==> src/rtl/ulap_palette_loader_pkg.sv <==
// Shared constants and state type for the ULA+ palette loader.
package ulap_pkg;

  localparam logic [15:0] ULAP_REG = 16'hBF3B;
  localparam logic [15:0] ULAP_DAT = 16'hFF3B;

  localparam logic [1:0] GRP_PAL  = 2'b00;
  localparam logic [1:0] GRP_MODE = 2'b01;

  localparam logic [1:0] SEG_PAL = 2'd0;
  localparam logic [1:0] SEG_FIN = 2'd1;

  localparam logic [6:0] MAX_ENTRIES = 7'd64;

  typedef enum logic [2:0] {
    ST_IDLE,
    ST_REQ,
    ST_FETCH,
    ST_SETUP,
    ST_STROBE,
    ST_RECOV,
    ST_RELEASE
  } ld_state_t;

  function automatic logic [6:0] clamp_count(input logic [6:0] c);
    return (c > MAX_ENTRIES) ? MAX_ENTRIES : c;
  endfunction

endpackage

==> src/rtl/ulap_palette_loader_io_write_seq.sv <==
// Z80-style I/O write timing: SETUP, IO_PULSE cycles of strobe low, IO_GAP recovery.
module io_write_seq
  import ulap_pkg::*;
#(
  parameter int unsigned IO_PULSE = 4,
  parameter int unsigned IO_GAP   = 2
) (
  input  logic        clk,
  input  logic        rst_n,
  input  logic        i_go,
  input  logic [15:0] i_addr,
  input  logic [7:0]  i_data,
  output logic [15:0] o_addr,
  output logic [7:0]  o_dout,
  output logic        o_nstb,
  output logic        o_idle,
  output logic        o_last
);

  localparam int unsigned CW = 8;

  ld_state_t     r_state, w_state_n;
  logic [CW-1:0] r_cnt, w_cnt_n;
  logic [15:0]   r_addr;
  logic [7:0]    r_dout;
  logic          r_nstb;
  logic          w_accept;

  assign o_idle   = (r_state == ST_IDLE);
  assign o_last   = (r_state == ST_RECOV) && (r_cnt == '0);
  // A new write may be chained onto the last recovery cycle with no idle gap.
  assign w_accept = i_go && (o_idle || o_last);

  always_comb begin
    w_state_n = r_state;
    w_cnt_n   = r_cnt;
    case (r_state)
      ST_IDLE:   if (w_accept) w_state_n = ST_SETUP;
      ST_SETUP: begin
        w_state_n = ST_STROBE;
        w_cnt_n   = CW'(IO_PULSE - 1);
      end
      ST_STROBE: begin
        if (r_cnt == '0) begin
          w_state_n = ST_RECOV;
          w_cnt_n   = CW'(IO_GAP - 1);
        end else begin
          w_cnt_n = r_cnt - 1'b1;
        end
      end
      ST_RECOV: begin
        if (r_cnt == '0) w_state_n = w_accept ? ST_SETUP : ST_IDLE;
        else             w_cnt_n   = r_cnt - 1'b1;
      end
      default:   w_state_n = ST_IDLE;
    endcase
  end

  always_ff @(posedge clk or negedge rst_n) begin
    if (!rst_n) begin
      r_state <= ST_IDLE;
      r_cnt   <= '0;
      r_addr  <= '0;
      r_dout  <= '0;
      r_nstb  <= 1'b1;
    end else begin
      r_state <= w_state_n;
      r_cnt   <= w_cnt_n;
      r_nstb  <= (w_state_n != ST_STROBE);
      if (w_accept) begin
        r_addr <= i_addr;
        r_dout <= i_data;
      end
    end
  end

  assign o_addr = r_addr;
  assign o_dout = r_dout;
  assign o_nstb = r_nstb;

endmodule

==> src/rtl/ulap_palette_loader.sv <==
// Bus initiator that replays ULA+ select/data port writes from a byte stream.
module ulap_palette_loader
  import ulap_pkg::*;
#(
  parameter int unsigned IO_PULSE = 4,
  parameter int unsigned IO_GAP   = 2
) (
  input  logic        clk_sys,
  input  logic        reset_n,
  input  logic        start,
  input  logic [5:0]  start_idx,
  input  logic [6:0]  count,
  input  logic [7:0]  final_cfg,
  input  logic [5:0]  tmx_mode,
  input  logic        abort,
  input  logic [7:0]  s_data,
  input  logic        s_valid,
  output logic        s_ready,
  output logic        bus_req,
  input  logic        bus_ack,
  output logic [15:0] addr,
  output logic [7:0]  dout,
  output logic        nIORQ,
  output logic        nWR,
  output logic        busy,
  output logic        done,
  output logic        err
);

  ld_state_t   r_state, w_state_n;
  logic [5:0]  r_idx, w_idx_n;
  logic [6:0]  r_rem, w_rem_n;
  logic [1:0]  r_seg, w_seg_n;
  logic        r_phase, w_phase_n;
  logic        r_pend, w_pend_n;
  logic [7:0]  r_cfg;
  logic [5:0]  r_tmx;
  logic        r_bus_req, r_busy, r_done, r_err;
  logic        w_done_n, w_err_n;
  logic        w_go;
  logic [15:0] w_go_addr;
  logic [7:0]  w_go_data;
  logic        w_stop, w_last, w_seq_idle, w_nstb;

  assign w_stop  = abort || !bus_ack;
  assign s_ready = (r_state == ST_FETCH) && !w_stop;

  // ST_SETUP here spans a whole I/O cycle; the sequencer splits it into SETUP/STROBE/RECOV.
  always_comb begin
    w_state_n = r_state;
    w_idx_n   = r_idx;
    w_rem_n   = r_rem;
    w_seg_n   = r_seg;
    w_phase_n = r_phase;
    w_pend_n  = r_pend;
    w_done_n  = 1'b0;
    w_err_n   = 1'b0;
    w_go      = 1'b0;
    w_go_addr = ULAP_REG;
    w_go_data = '0;
    case (r_state)
      ST_IDLE: begin
        if (start) begin
          w_state_n = ST_REQ;
          w_idx_n   = start_idx;
          w_rem_n   = clamp_count(count);
          w_seg_n   = (count == '0) ? SEG_FIN : SEG_PAL;
          w_phase_n = 1'b0;
          w_pend_n  = 1'b0;
        end
      end
      ST_REQ: begin
        if (abort) begin
          w_state_n = ST_RELEASE;
          w_err_n   = 1'b1;
        end else if (bus_ack && w_seq_idle) begin
          w_state_n = ST_SETUP;
          w_go      = 1'b1;
          w_go_data = (r_seg == SEG_PAL) ? {GRP_PAL, r_idx} : {GRP_MODE, r_tmx};
        end
      end
      ST_FETCH: begin
        if (w_stop) begin
          w_state_n = ST_RELEASE;
          w_err_n   = 1'b1;
        end else if (s_valid) begin
          w_state_n = ST_SETUP;
          w_go      = 1'b1;
          w_go_addr = ULAP_DAT;
          w_go_data = s_data;
        end
      end
      ST_SETUP: begin
        if (w_stop) w_pend_n = 1'b1;
        if (w_last) begin
          if (r_pend || w_stop) begin
            w_state_n = ST_RELEASE;
            w_err_n   = 1'b1;
          end else if (r_seg == SEG_PAL && !r_phase) begin
            w_state_n = ST_FETCH;
            w_phase_n = 1'b1;
          end else if (r_seg == SEG_PAL) begin
            w_phase_n = 1'b0;
            w_idx_n   = r_idx + 6'd1;
            w_rem_n   = r_rem - 7'd1;
            w_go      = 1'b1;
            if (r_rem == 7'd1) begin
              w_seg_n   = SEG_FIN;
              w_go_data = {GRP_MODE, r_tmx};
            end else begin
              w_go_data = {GRP_PAL, r_idx + 6'd1};
            end
          end else if (!r_phase) begin
            w_phase_n = 1'b1;
            w_go      = 1'b1;
            w_go_addr = ULAP_DAT;
            w_go_data = r_cfg;
          end else begin
            w_state_n = ST_RELEASE;
            w_done_n  = 1'b1;
          end
        end
      end
      ST_RELEASE: w_state_n = ST_IDLE;
      default:    w_state_n = ST_IDLE;
    endcase
  end

  always_ff @(posedge clk_sys or negedge reset_n) begin
    if (!reset_n) begin
      r_state   <= ST_IDLE;
      r_idx     <= '0;
      r_rem     <= '0;
      r_seg     <= SEG_PAL;
      r_phase   <= 1'b0;
      r_pend    <= 1'b0;
      r_cfg     <= '0;
      r_tmx     <= '0;
      r_bus_req <= 1'b0;
      r_busy    <= 1'b0;
      r_done    <= 1'b0;
      r_err     <= 1'b0;
    end else begin
      r_state   <= w_state_n;
      r_idx     <= w_idx_n;
      r_rem     <= w_rem_n;
      r_seg     <= w_seg_n;
      r_phase   <= w_phase_n;
      r_pend    <= w_pend_n;
      r_bus_req <= (w_state_n == ST_REQ) || (w_state_n == ST_FETCH) || (w_state_n == ST_SETUP);
      r_busy    <= (w_state_n != ST_IDLE);
      r_done    <= w_done_n;
      r_err     <= w_err_n;
      if (r_state == ST_IDLE && start) begin
        r_cfg <= final_cfg;
        r_tmx <= tmx_mode;
      end
    end
  end

  io_write_seq #(
    .IO_PULSE(IO_PULSE),
    .IO_GAP  (IO_GAP)
  ) u_seq (
    .clk    (clk_sys),
    .rst_n  (reset_n),
    .i_go   (w_go),
    .i_addr (w_go_addr),
    .i_data (w_go_data),
    .o_addr (addr),
    .o_dout (dout),
    .o_nstb (w_nstb),
    .o_idle (w_seq_idle),
    .o_last (w_last)
  );

  assign nIORQ   = w_nstb;
  assign nWR     = w_nstb;
  assign bus_req = r_bus_req;
  assign busy    = r_busy;
  assign done    = r_done;
  assign err     = r_err;

endmodule

==> config.mk <==
export PLATFORM = sky130hd
export DESIGN_NAME = ulap_palette_loader
export DESIGN_NICKNAME = d
export VERILOG_FILES = /design/src/rtl/ulap_palette_loader_pkg.sv /design/src/rtl/ulap_palette_loader_io_write_seq.sv /design/src/rtl/ulap_palette_loader.sv
export SDC_FILE = /design/constraint.sdc
export NUM_CORES = 1
export LEC_CHECK = 0
export ABC_AREA = 1
export BUFFER_PORTS_ARGS = -buffer_cell sky130_fd_sc_hd__buf_2
export CAP_MARGIN = 40
export CORE_UTILIZATION = 58
export CTS_BUF_LIST = sky130_fd_sc_hd__clkbuf_4 sky130_fd_sc_hd__clkbuf_8
export CTS_CLUSTER_SIZE = 28
export DETAILED_ROUTE_END_ITERATION = 10
export GPL_ROUTABILITY_DRIVEN = 0
export PLACE_DENSITY_LB_ADDON = 0.2
export RECOVER_POWER = 100
export SLEW_MARGIN = 5
export SYNTH_ARGS = -nofsm -noshare
export SYNTH_HDL_FRONTEND = slang
export SYNTH_SLANG_ARGS = --single-unit
==> constraint.sdc <==
create_clock -name clk_sys -period 2.25 [get_ports clk_sys]
set_clock_uncertainty 0.1 [all_clocks]
set_input_delay 0.45 -clock clk_sys [delete_from_list [all_inputs] [get_ports clk_sys]]
set_output_delay 0.45 -clock clk_sys [all_outputs]
set_load 0.05 [all_outputs]
==> flow_summary.yaml, run 1 <==
clock_network:
  ctsResizeCount: 0
  cts_buffers: 9
  clock_latency_ns: 0.34
  cts_tree: "done"
  cts.root.buffer_cell: "clkbuf_8"
  clk_pin_slew_ns: 0.07
  cts.path.max_buffers: 2
  htreeDepth: 3
  cts_sinks: 59
logic_synthesis:
  yosysTopAreaCellShare: 0.3930
  yosys_warnings: 0
  yosysSeqAreaShare: 0.4001
  synth-simple-area-share: 0.3479
  synth-xor-area-share: 0.01660
  synth-edff-count: 0
  yosys-top-cells-area: "dfrtp_1, nand2_1, nor2_1"
  synth_fa_ha_area_frac: 0.02710
  syn_inst: 524
  synth.ff_latch_count: 59
  synthFlopType: "dfrtp_1"
  synth.area.mux_share: 0.005420
  synth_top_family_by_area: "simple AND/OR/NAND/NOR gates"
  syn_avg_cell_area_um2: 7.049
  postSynth.asyncResetShare: 1.000
  syn_area_mm2: 0.003694
  synth_cell_types: 38
  synth_compound_area_frac: 0.08740
  yosysTopAreaCell: "dfrtp_1"
worst_setup_path:
  crit_family: "simple AND/OR/NAND/NOR gates"
  criticalPathCategory: "register to register"
  critPathSlowestCell: "dfrtp_1"
  required_ns: 2.42
  path_common_cell: "nor2_1"
  cp_max_fo: 8
  max_stage_delay_ns: 0.39
  path_cells: "inv_1 -> ha_1 -> nand2_1 -> nor2_4 -> nand3_1 -> nor2_1 -> nand2_1 -> nor2_1 -> nor2_1 -> nor2_1"
  worst_setup_path_end_kind: "register"
  cp.arrival_ns: 2.21
  path_buf_inv: 1
  cp-start-kind: "register"
detailed_routing:
  num_vias: 3528
  drt-total-wl_um: 8916
  drtIter0Drc: 251
  drc: 0
  ant_nets: 0
  routedWlPerCell_um: 13.29
  dr.pass1.iters: 5
  vias_per_cell: 5.258
sta:
  max_freq_mhz: 489.3
  layout_setup_ws_ns: 0.2063
  worst_slew_pin_slew_ns: 0.8162
  fin_crit_sh: 0.9083
  setup_tns_ns: 0
  min_period_ns: 2.044
  drv_slew: 0
  hold_viol: 0
  whs_ns: 0.2035
  rsz0062_at_grt: "false"
  setup_viol: 0
  max_slew_margin: 0.4558
power_and_ir_drop:
  leakagePower_nw: 2.242
  power.density_mw_per_mm2: 1471
  ir_drop_v: 0.001006
min_path:
  hp-class: "input port to register"
job:
  drv_cap: 0
finish:
  utilization: 0.7002
  nNetsFinal: 640
  area.growth.synth_to_final_pct: 14.23
  finalNonFillerCells: 671
  drive_gt1_frac: 0.1376
  n_antenna_cell: 0
global_route:
  track_usage: 0.2851
  antenna_found_initial: 0
  grt_max_degree: 24
  grt_pass1_vias: 3177
  globalRouteOverflowTotal: 0
  grt_pass1_wl_um: 14330
placed_design:
  place_ws_ns: 0.3253
  io_buffers: 68
  dp_hpwl_um: 6639
  placed_cells: 654
floorplan:
  ios: 72
  dieArea_mm2: 0.006691
  core_mm2: 0.006026
  fp.dieW_um: 81.80
  start_util: 0.6130
  rows: 28
  die_h_um: 81.80
outcome:
  outcome: "completed"
worst min-delay path, cell delays in order:
cell	delay, ns
buf_2	0.08
nand2_1	0.04
nand2_1	0.05
routing by layer:
layer / GRT usage / vias up / part of all wire
met1: 0.3675 / 1591 / 0.44
met5: 0 / - / 0
met2: 0.4702 / 151 / 0.47
met3: 0.07111 / 12 / 0.071
li1: - / 1774 / -
met4: 0.08421 / 0 / 0.012
per-stage QoR:
| stage | area [µm²] | power (mW) |
|---|---|---|
| 6_report | 4219 | 6.207 |
| 5_1_grt | 4219 | 6.697 |
| 4_1_cts | 4277 | 6.267 |
| 3_5_place_dp | 4040 | 5.130 |
| 3_3_place_gp | 4040 | 5.046 |
| 2_1_floorplan | 3701 | 4.455 |
synthesized netlist by cell type, drive strengths merged (2+ instances only):
cell,number
nand2,171
nor2,66
inv,63
dfrtp,58
nand3,47
o21ai,41
buf,24
a21oi,10
ha,8
nand4,6
xor2,5
nor3,3
o2111ai,3
clkinv,2
mux2i,2
nand3b,2
o22ai,2
xnor2,2
power by group:
group	switching [mW]	internal (mW)	leakage, nW	total (mW)
Combinational	2.35	0.891	1.38	3.24
Sequential	0.354	1.51	0.746	1.86
Clock	0.430	0.678	0.119	1.11
flip-flops by register name, summed over array words and instances, names as in the netlist, 2 cells and up:
| signal | count |
|---|---|
| r_cfg | 8 |
| u_seq.o_dout | 8 |
| u_seq.r_cnt | 8 |
| r_rem | 7 |
| r_idx | 6 |
| r_tmx | 6 |
| r_state | 3 |
| u_seq.r_state | 3 |
| u_seq.o_addr | 2 |
cell type report:
cell class	count	area (µm²)
tap	75	93.84
multi-input combinational	377	1785
inverter	65	250.2
clock inverter	5	75.07
clock buffer	11	151.4
fill	552	1807
timing repair buffer	79	385.4
sequential	59	1478
placed cells by master, fill, tap and decap left out, types with 2 or more instances in the layout:
master       n
bufinv_16    2
mux2i_1      2
o2111ai_1    3
clkbuf_2     3
a21oi_1     10
nand2_1    165
o22ai_1      2
dfrtp_1     58
inv_1       60
nand3_1     47
nor3_1       2
nand2_2      3
nor2_4       3
nor2_1      63
buf_2       39
buf_4        8
clkbuf_1    28
nand3b_1     2
inv_2        3
clkinv_2     4
conb_1       3
clkbuf_8    11
xor2_1       5
nand4_1      6
o21ai_0     40
ha_1         8
nand2_4      3
xnor2_1      2
kinds of logic (layout without fill, tap and decap cells):
group / after synthesis / after routing
mux: 2 / 2
fa+ha+maj: 8 / 8
xor+xnor: 7 / 7
simple gates: 297 / 297
compound gates: 60 / 60
other cells: 1 / 3
flops: 59 / 59
buf+inv: 90 / 160
worst paths after layout:
check,start,to,slack [ns],depth (start not counted)
worst max-delay path,u_seq.r_cnt[0],u_seq.o_dout[2],0.21,10
worst min-delay path,final_cfg[7],r_cfg[7],0.20,3
worst max register to register,u_seq.r_cnt[0],u_seq.o_dout[2],0.21,10
worst min register to register,u_seq.o_dout[6],u_seq.o_dout[6],0.39,2
max in group asynchronous,reset_n,r_cfg[5],0.38,3
min in group asynchronous,reset_n,u_seq.r_cnt[2],0.61,2
repair_timing:
action | 4_1_cts | 5_1_grt
hold endpoints to repair | 13 | 0
setup endpoints to repair | 0 | 0
setup buffers | 0 | 0
hold buffers | 1 | 0
Power figures use the tool's default switching activity.
==> run 2, diff against run 1 <==
- CORE_UTILIZATION: 58 -> 59
- SYNTH_HIERARCHICAL: unset -> 1
==> flow_summary.yaml, run 2 <==
outcome:
  outcome: "finished, violations left"
  violations: "max-capacitance violations, max-slew violations"
power_and_ir_drop:
  seqPwrFrac: 0.344
  power_frac_clock: 0.183
  leakagePower_nw: 2.746
  combPwrFrac: 0.472
  power.density_mw_per_mm2: 1296
  ir_drop_v: 0.0006466
  internal_power_mw: 3.306
  switching_power_mw: 3.022
  switching_share: 0.4776
  p_total_mw: 6.328
worst_setup_path:
  criticalPathCategory: "register to register"
  r2r_start: "u_seq/r_cnt[0]"
  required_ns: 2.39
  r2r_slack_ns: 0.17
  cp.arrival_ns: 2.23
  worst_setup_path_end_kind: "register"
  r2r-end: "u_seq/o_dout[4]"
  reg2reg_depth: 14
  cp_max_fo: 6
  cp-start-kind: "register"
clock_network:
  cts_tree: "done"
  cts_buffers: 9
  clk_pin_slew_ns: 0.08
  cts.path.max_buffers: 2
  htreeDepth: 3
  cts.root.buffer_cell: "clkbuf_8"
  hold_buffers: 0
  cts_sinks: 73
  clock_latency_ns: 0.35
finish:
  nNetsFinal: 725
  drive_gt1_frac: 0.1468
  area.growth.synth_to_final_pct: 18.05
  largest_reg_flops: 16
  layout_commonest_cell: "nand2_1"
  finalNonFillerCells: 777
  layout_common_cells: "nand2_1, dfrtp_1, inv_1, buf_2, nor2_1"
  n_antenna_cell: 0
global_route:
  antenna_found_initial: 0
  globalRouteOverflowTotal: 0
  grt_pass1_vias: 3586
  track_usage: 0.2737
  grt_pass1_wl_um: 15790
  grt_max_degree: 74
floorplan:
  fp.dieW_um: 85.75
  ios: 72
  start_util: 0.6090
  core_mm2: 0.006794
  dieArea_mm2: 0.007352
  rows: 30
  die_h_um: 85.75
sta:
  rsz0062_at_grt: "false"
  hold_viol: 0
  drv_slew: 74
  max_freq_mhz: 480.1
  max_slew_margin: -0.1995
  whs_ns: 0.1879
  worst_slew_pin_slew_ns: 1.799
  min_period_ns: 2.083
  setup_tns_ns: 0
  setup_viol: 0
  fin_crit_sh: 0.9257
detailed_routing:
  num_vias: 3892
  dr.pass1.iters: 5
  dr_wl_met2_um: 4711
  top_layer: "met4"
  wl_met3_um: 447
  drc: 0
  routedWlPerCell_um: 12.26
  drt-total-wl_um: 9527
  ant_nets: 0
  drtIter0Drc: 199
  vias_per_cell: 5.009
  wl_met1_um: 4175
job:
  drv_cap: 1
logic_synthesis:
  postSynth.asyncResetShare: 1.000
  yosysSeqAreaShare: 0.4418
  synth-edff-count: 0
  yosysMostFrequentCell: "nand2_1"
  synth_common_cells: "nand2_1, dfrtp_1, inv_1"
  synthFlopType: "dfrtp_1"
  yosysTopAreaCellShare: 0.4354
  syn_avg_cell_area_um2: 7.146
  yosys-top-cells-area: "dfrtp_1, nand2_1, inv_1"
  syn_inst: 579
  synth_cell_types: 37
  yosysTopAreaCell: "dfrtp_1"
  syn_area_mm2: 0.004138
  synth.ff_latch_count: 73
  yosys_warnings: 6
min_path:
  hp-start: "final_cfg[4]"
  hold_path_depth: 3
  hp-class: "input port to register"
  min_to: "r_cfg[4]"
placed_design:
  placed_cells: 758
  io_buffers: 71
  dp_hpwl_um: 6917
-- run 2: cell count changes in the layout (fill, tap and decap cells not counted), sizes merged, moves of 2 or more --
cell and change:
nand2 +89, nor2 -23, dfrtp +14, conb +12, buf +8, inv +8
nand3 -7, o21ai -5, clkinv -3, mux2i -2
-- run 2: worst max-delay path by stage --
| stage | start | endpoint | slack, ns | cells after the start |
|---|---|---|---|---|
| floorplan | u_seq/r_cnt[0] | u_seq/o_addr[10] | 0.07 | 14 |
| global placement | u_seq/r_cnt[0] | u_seq/o_dout[7] | 0.11 | 14 |
| detailed placement | u_seq/r_cnt[0] | u_seq/o_addr[4] | -0.05 | 14 |
| CTS | u_seq/r_cnt[0] | u_seq/o_dout[6] | 0.005 | 14 |
| global route | r_state[1] | s_ready | 0.005 | 5 |
| finish | u_seq/r_cnt[0] | u_seq/o_dout[4] | 0.17 | 14 |
-- run 2: cell families after synthesis --
group | Yosys count | synth area share
XOR/XNOR | 6 | 0.01270
flip-flops | 73 | 0.4418
AO/OA/AOI/OAI | 54 | 0.07288
buffers and inverters | 83 | 0.08950
other | 2 | 0.001815
adder cells (fa/ha/maj) | 8 | 0.02419
AND/OR/NAND/NOR | 353 | 0.3571
-- run 2: per-layer routing --
layer,GRT usage,vias to the layer above
met4,0.1015,0
met1,0.3409,1794
met3,0.06160,18
li1,-,1968
met2,0.4676,112
met5,0,-
-- run 2: cell type report --
type                            count  area, µm²
Tap cell                           96      120.1
Multi-Input combinational cell    436       1982
Clock inverter                      7      100.1
Fill cell                         591       1909
Timing Repair Buffer               88      465.4
Sequential cell                    73       1828
Inverter                           68      265.3
Clock buffer                        9      123.9
-- run 2: power groups by stage --
stage | Sequential [mW] | Combinational (mW) | Clock [mW]
after CTS | 2.17 | 3.06 | 1.18
after global placement | 2.17 | 2.95 | 0
after floorplan | 2.77 | 1.70 | 0
final | 2.18 | 2.99 | 1.16
after global routing | 2.23 | 3.33 | 1.24
after detailed placement | 2.20 | 3.02 | 0
-- run 2: what timing repair did --
action / 4_1_cts / 5_1_grt
buffers inserted: 2 / 1
pin swaps: 0 / 1
resized for setup: 1 / 6
gates cloned: 0 / 0
endpoints found under the setup margin: 22 / 24
-- run 2: per-stage QoR --
stage,setup slack (ns),instance area (µm²),util
finish,0.1671,4885,0.7190
global route,0.004693,4885,0.7190
CTS,0.004575,4936,0.7265
detailed placement,-0.05402,4682,0.6891
global placement,0.1064,4682,0.6891
floorplan,0.07308,4187,-
-- run 2: critical path, stage by stage (launching register included) --
cell and delay, ns:
dfrtp_1 0.40, inv_1 0.10, ha_1 0.18, nand3_1 0.13
nor2_4 0.13, nand2_4 0.07, inv_4 0.06, inv_1 0.06
nor2_2 0.12, nand3_1 0.09, nand3_2 0.12, o21ai_4 0.13
buf_4 0.18, nand2_1 0.05, nand2_1 0.05
==> run 3, diff against run 2 <==
- REMOVE_ABC_BUFFERS: unset -> 1
==> flow_summary.yaml, run 3 (synthesis results as in run 2) <==
outcome:
  outcome: "finished, violations left"
  violations: "max-capacitance violations, max-slew violations"
global_route:
  antenna_found_initial: 0
  grt_pass1_wl_um: 15600
  grt_pass1_vias: 3520
  track_usage: 0.2694
  globalRouteOverflowTotal: 0
  grt_max_degree: 74
floorplan:
  core_mm2: 0.006794
  dieArea_mm2: 0.007352
  fp.dieW_um: 85.75
  start_util: 0.6090
  rows: 30
  die_h_um: 85.75
  ios: 72
placed_design:
  dp_hpwl_um: 6810
  place_ws_ns: -0.009268
  io_buffers: 71
finish:
  largest_reg_flops: 16
  area.growth.synth_to_final_pct: 16.93
  multiInputGateArea_mm2: 0.001998
  layout_common_cells: "nand2_1, dfrtp_1, inv_1, buf_2"
  n_antenna_cell: 0
  layout_commonest_cell: "nand2_1"
  drive_gt1_frac: 0.1527
  nNetsFinal: 725
  ff_latch_area_mm2: 0.001828
  fillers: 577
job:
  drv_cap: 1
detailed_routing:
  dr.pass1.iters: 5
  routedWlPerCell_um: 12.12
  vias_per_cell: 5.018
  num_vias: 3899
  drt-total-wl_um: 9417
  drc: 0
  drtIter0Drc: 174
  ant_nets: 0
worst_setup_path:
  startpoint: "u_seq/r_cnt[0]"
  reg2reg_depth: 14
  r2r_slack_ns: 0.15
  r2r-end: "u_seq/o_addr[11]"
  required_ns: 2.41
  worst_setup_path_end_kind: "register"
  cp_max_fo: 13
  criticalPathCategory: "register to register"
  cp-start-kind: "register"
  r2r_start: "u_seq/r_cnt[0]"
  cp.arrival_ns: 2.26
min_path:
  min_to: "r_cfg[7]"
  hold_path_depth: 3
  hp-start: "final_cfg[7]"
  hp-class: "input port to register"
clock_network:
  htreeDepth: 3
  clk_pin_slew_ns: 0.09
  cts.path.max_buffers: 2
  cts_buffers: 9
  cts_tree: "done"
  cts.root.buffer_cell: "clkbuf_8"
  clock_latency_ns: 0.36
  cts_sinks: 73
  hold_buffers: 0
sta:
  max_freq_mhz: 476.8
  worst_slew_pin_slew_ns: 1.773
  min_period_ns: 2.097
  drv_slew: 74
  layout_setup_ws_ns: 0.1529
  setup_viol: 0
  fin_crit_sh: 0.9321
  whs_ns: 0.1818
  hold_viol: 0
  rsz0062_at_grt: "false"
  max_slew_margin: -0.1822
power_and_ir_drop:
  power.density_mw_per_mm2: 1260
  leakagePower_nw: 2.719
  ir_drop_v: 0.0006557
## run 3: cell types whose count changed in the layout (fill, tap and decap cells not counted), sizes merged
cell | previous run | this run
clkinvlp | 0 | 2
inv | 71 | 72
clkbuf | 42 | 41
buf | 55 | 56
clkinv | 2 | 1
bufinv | 2 | 0
## run 3: critical path, cell delays in order, from the launching register on
cell     delay [ns]
dfrtp_1        0.40
inv_1          0.08
ha_1           0.17
nand3_1        0.13
nor2_4         0.15
nand2_4        0.07
inv_4          0.06
inv_1          0.06
nor2_2         0.13
nand3_1        0.10
nand3_2        0.13
o21ai_4        0.12
buf_6          0.18
nand2_1        0.07
nand2_1        0.05
## run 3: stage by stage
stage / total power, mW / cells / cell area (µm²) / setup TNS [ns] / util
after floorplan: 4.340 / 577 / 4076 / -0.3499 / -
after global placement: 5.068 / 758 / 4669 / 0 / 0.6873
after detailed placement: 5.158 / 758 / 4669 / -0.009268 / 0.6873
after CTS: 6.141 / 774 / 4855 / 0 / 0.7145
after global routing: 6.572 / 777 / 4838 / 0 / 0.7122
final: 6.095 / 777 / 4838 / 0 / 0.7122
## run 3: report_power, final
part / switching (mW) / leakage [nW] / internal, mW / total, mW
Clock: 0.554 / 0.0872 / 0.417 / 0.971
Combinational: 2.13 / 1.70 / 0.817 / 2.95
Sequential: 0.355 / 0.936 / 1.82 / 2.17
Total: 3.04 / 2.72 / 3.05 / 6.10
## run 3: worst max path at each step
stage                       end  depth (start not counted)
2_1_floorplan   u_seq/o_addr[0]                         14
3_3_place_gp    u_seq/o_dout[6]                         14
3_5_place_dp   u_seq/o_addr[11]                         14
5_1_grt         u_seq/o_dout[1]                         14
6_report       u_seq/o_addr[11]                         14
4_1_cts        u_seq/o_addr[11]                         14
## run 3: what timing repair did
action                                  4_1_cts  5_1_grt
buffers inserted                              0        3
endpoints found under the setup margin       10       24
resized for setup                             1        7
## run 3: routing by layer
layer  GRT usage  part of all wire  up-vias
met2      0.4487              0.50      106
li1            -                 -     1974
met4     0.09242             0.014        0
met3     0.05294             0.042       12
met1      0.3535              0.45     1807
met5           0                 0        -
## run 3: area by class of cell
| type | count | share of cell area |
|---|---|---|
| flip-flops and latches | 73 | 0.3778 |
| multi-input cells | 436 | 0.4130 |
| well taps | 96 | 0.02483 |
| clock buffers | 9 | 0.02560 |
| repair buffers | 88 | 0.09180 |
| clock inverters | 7 | 0.01215 |
| inverters | 68 | 0.05482 |
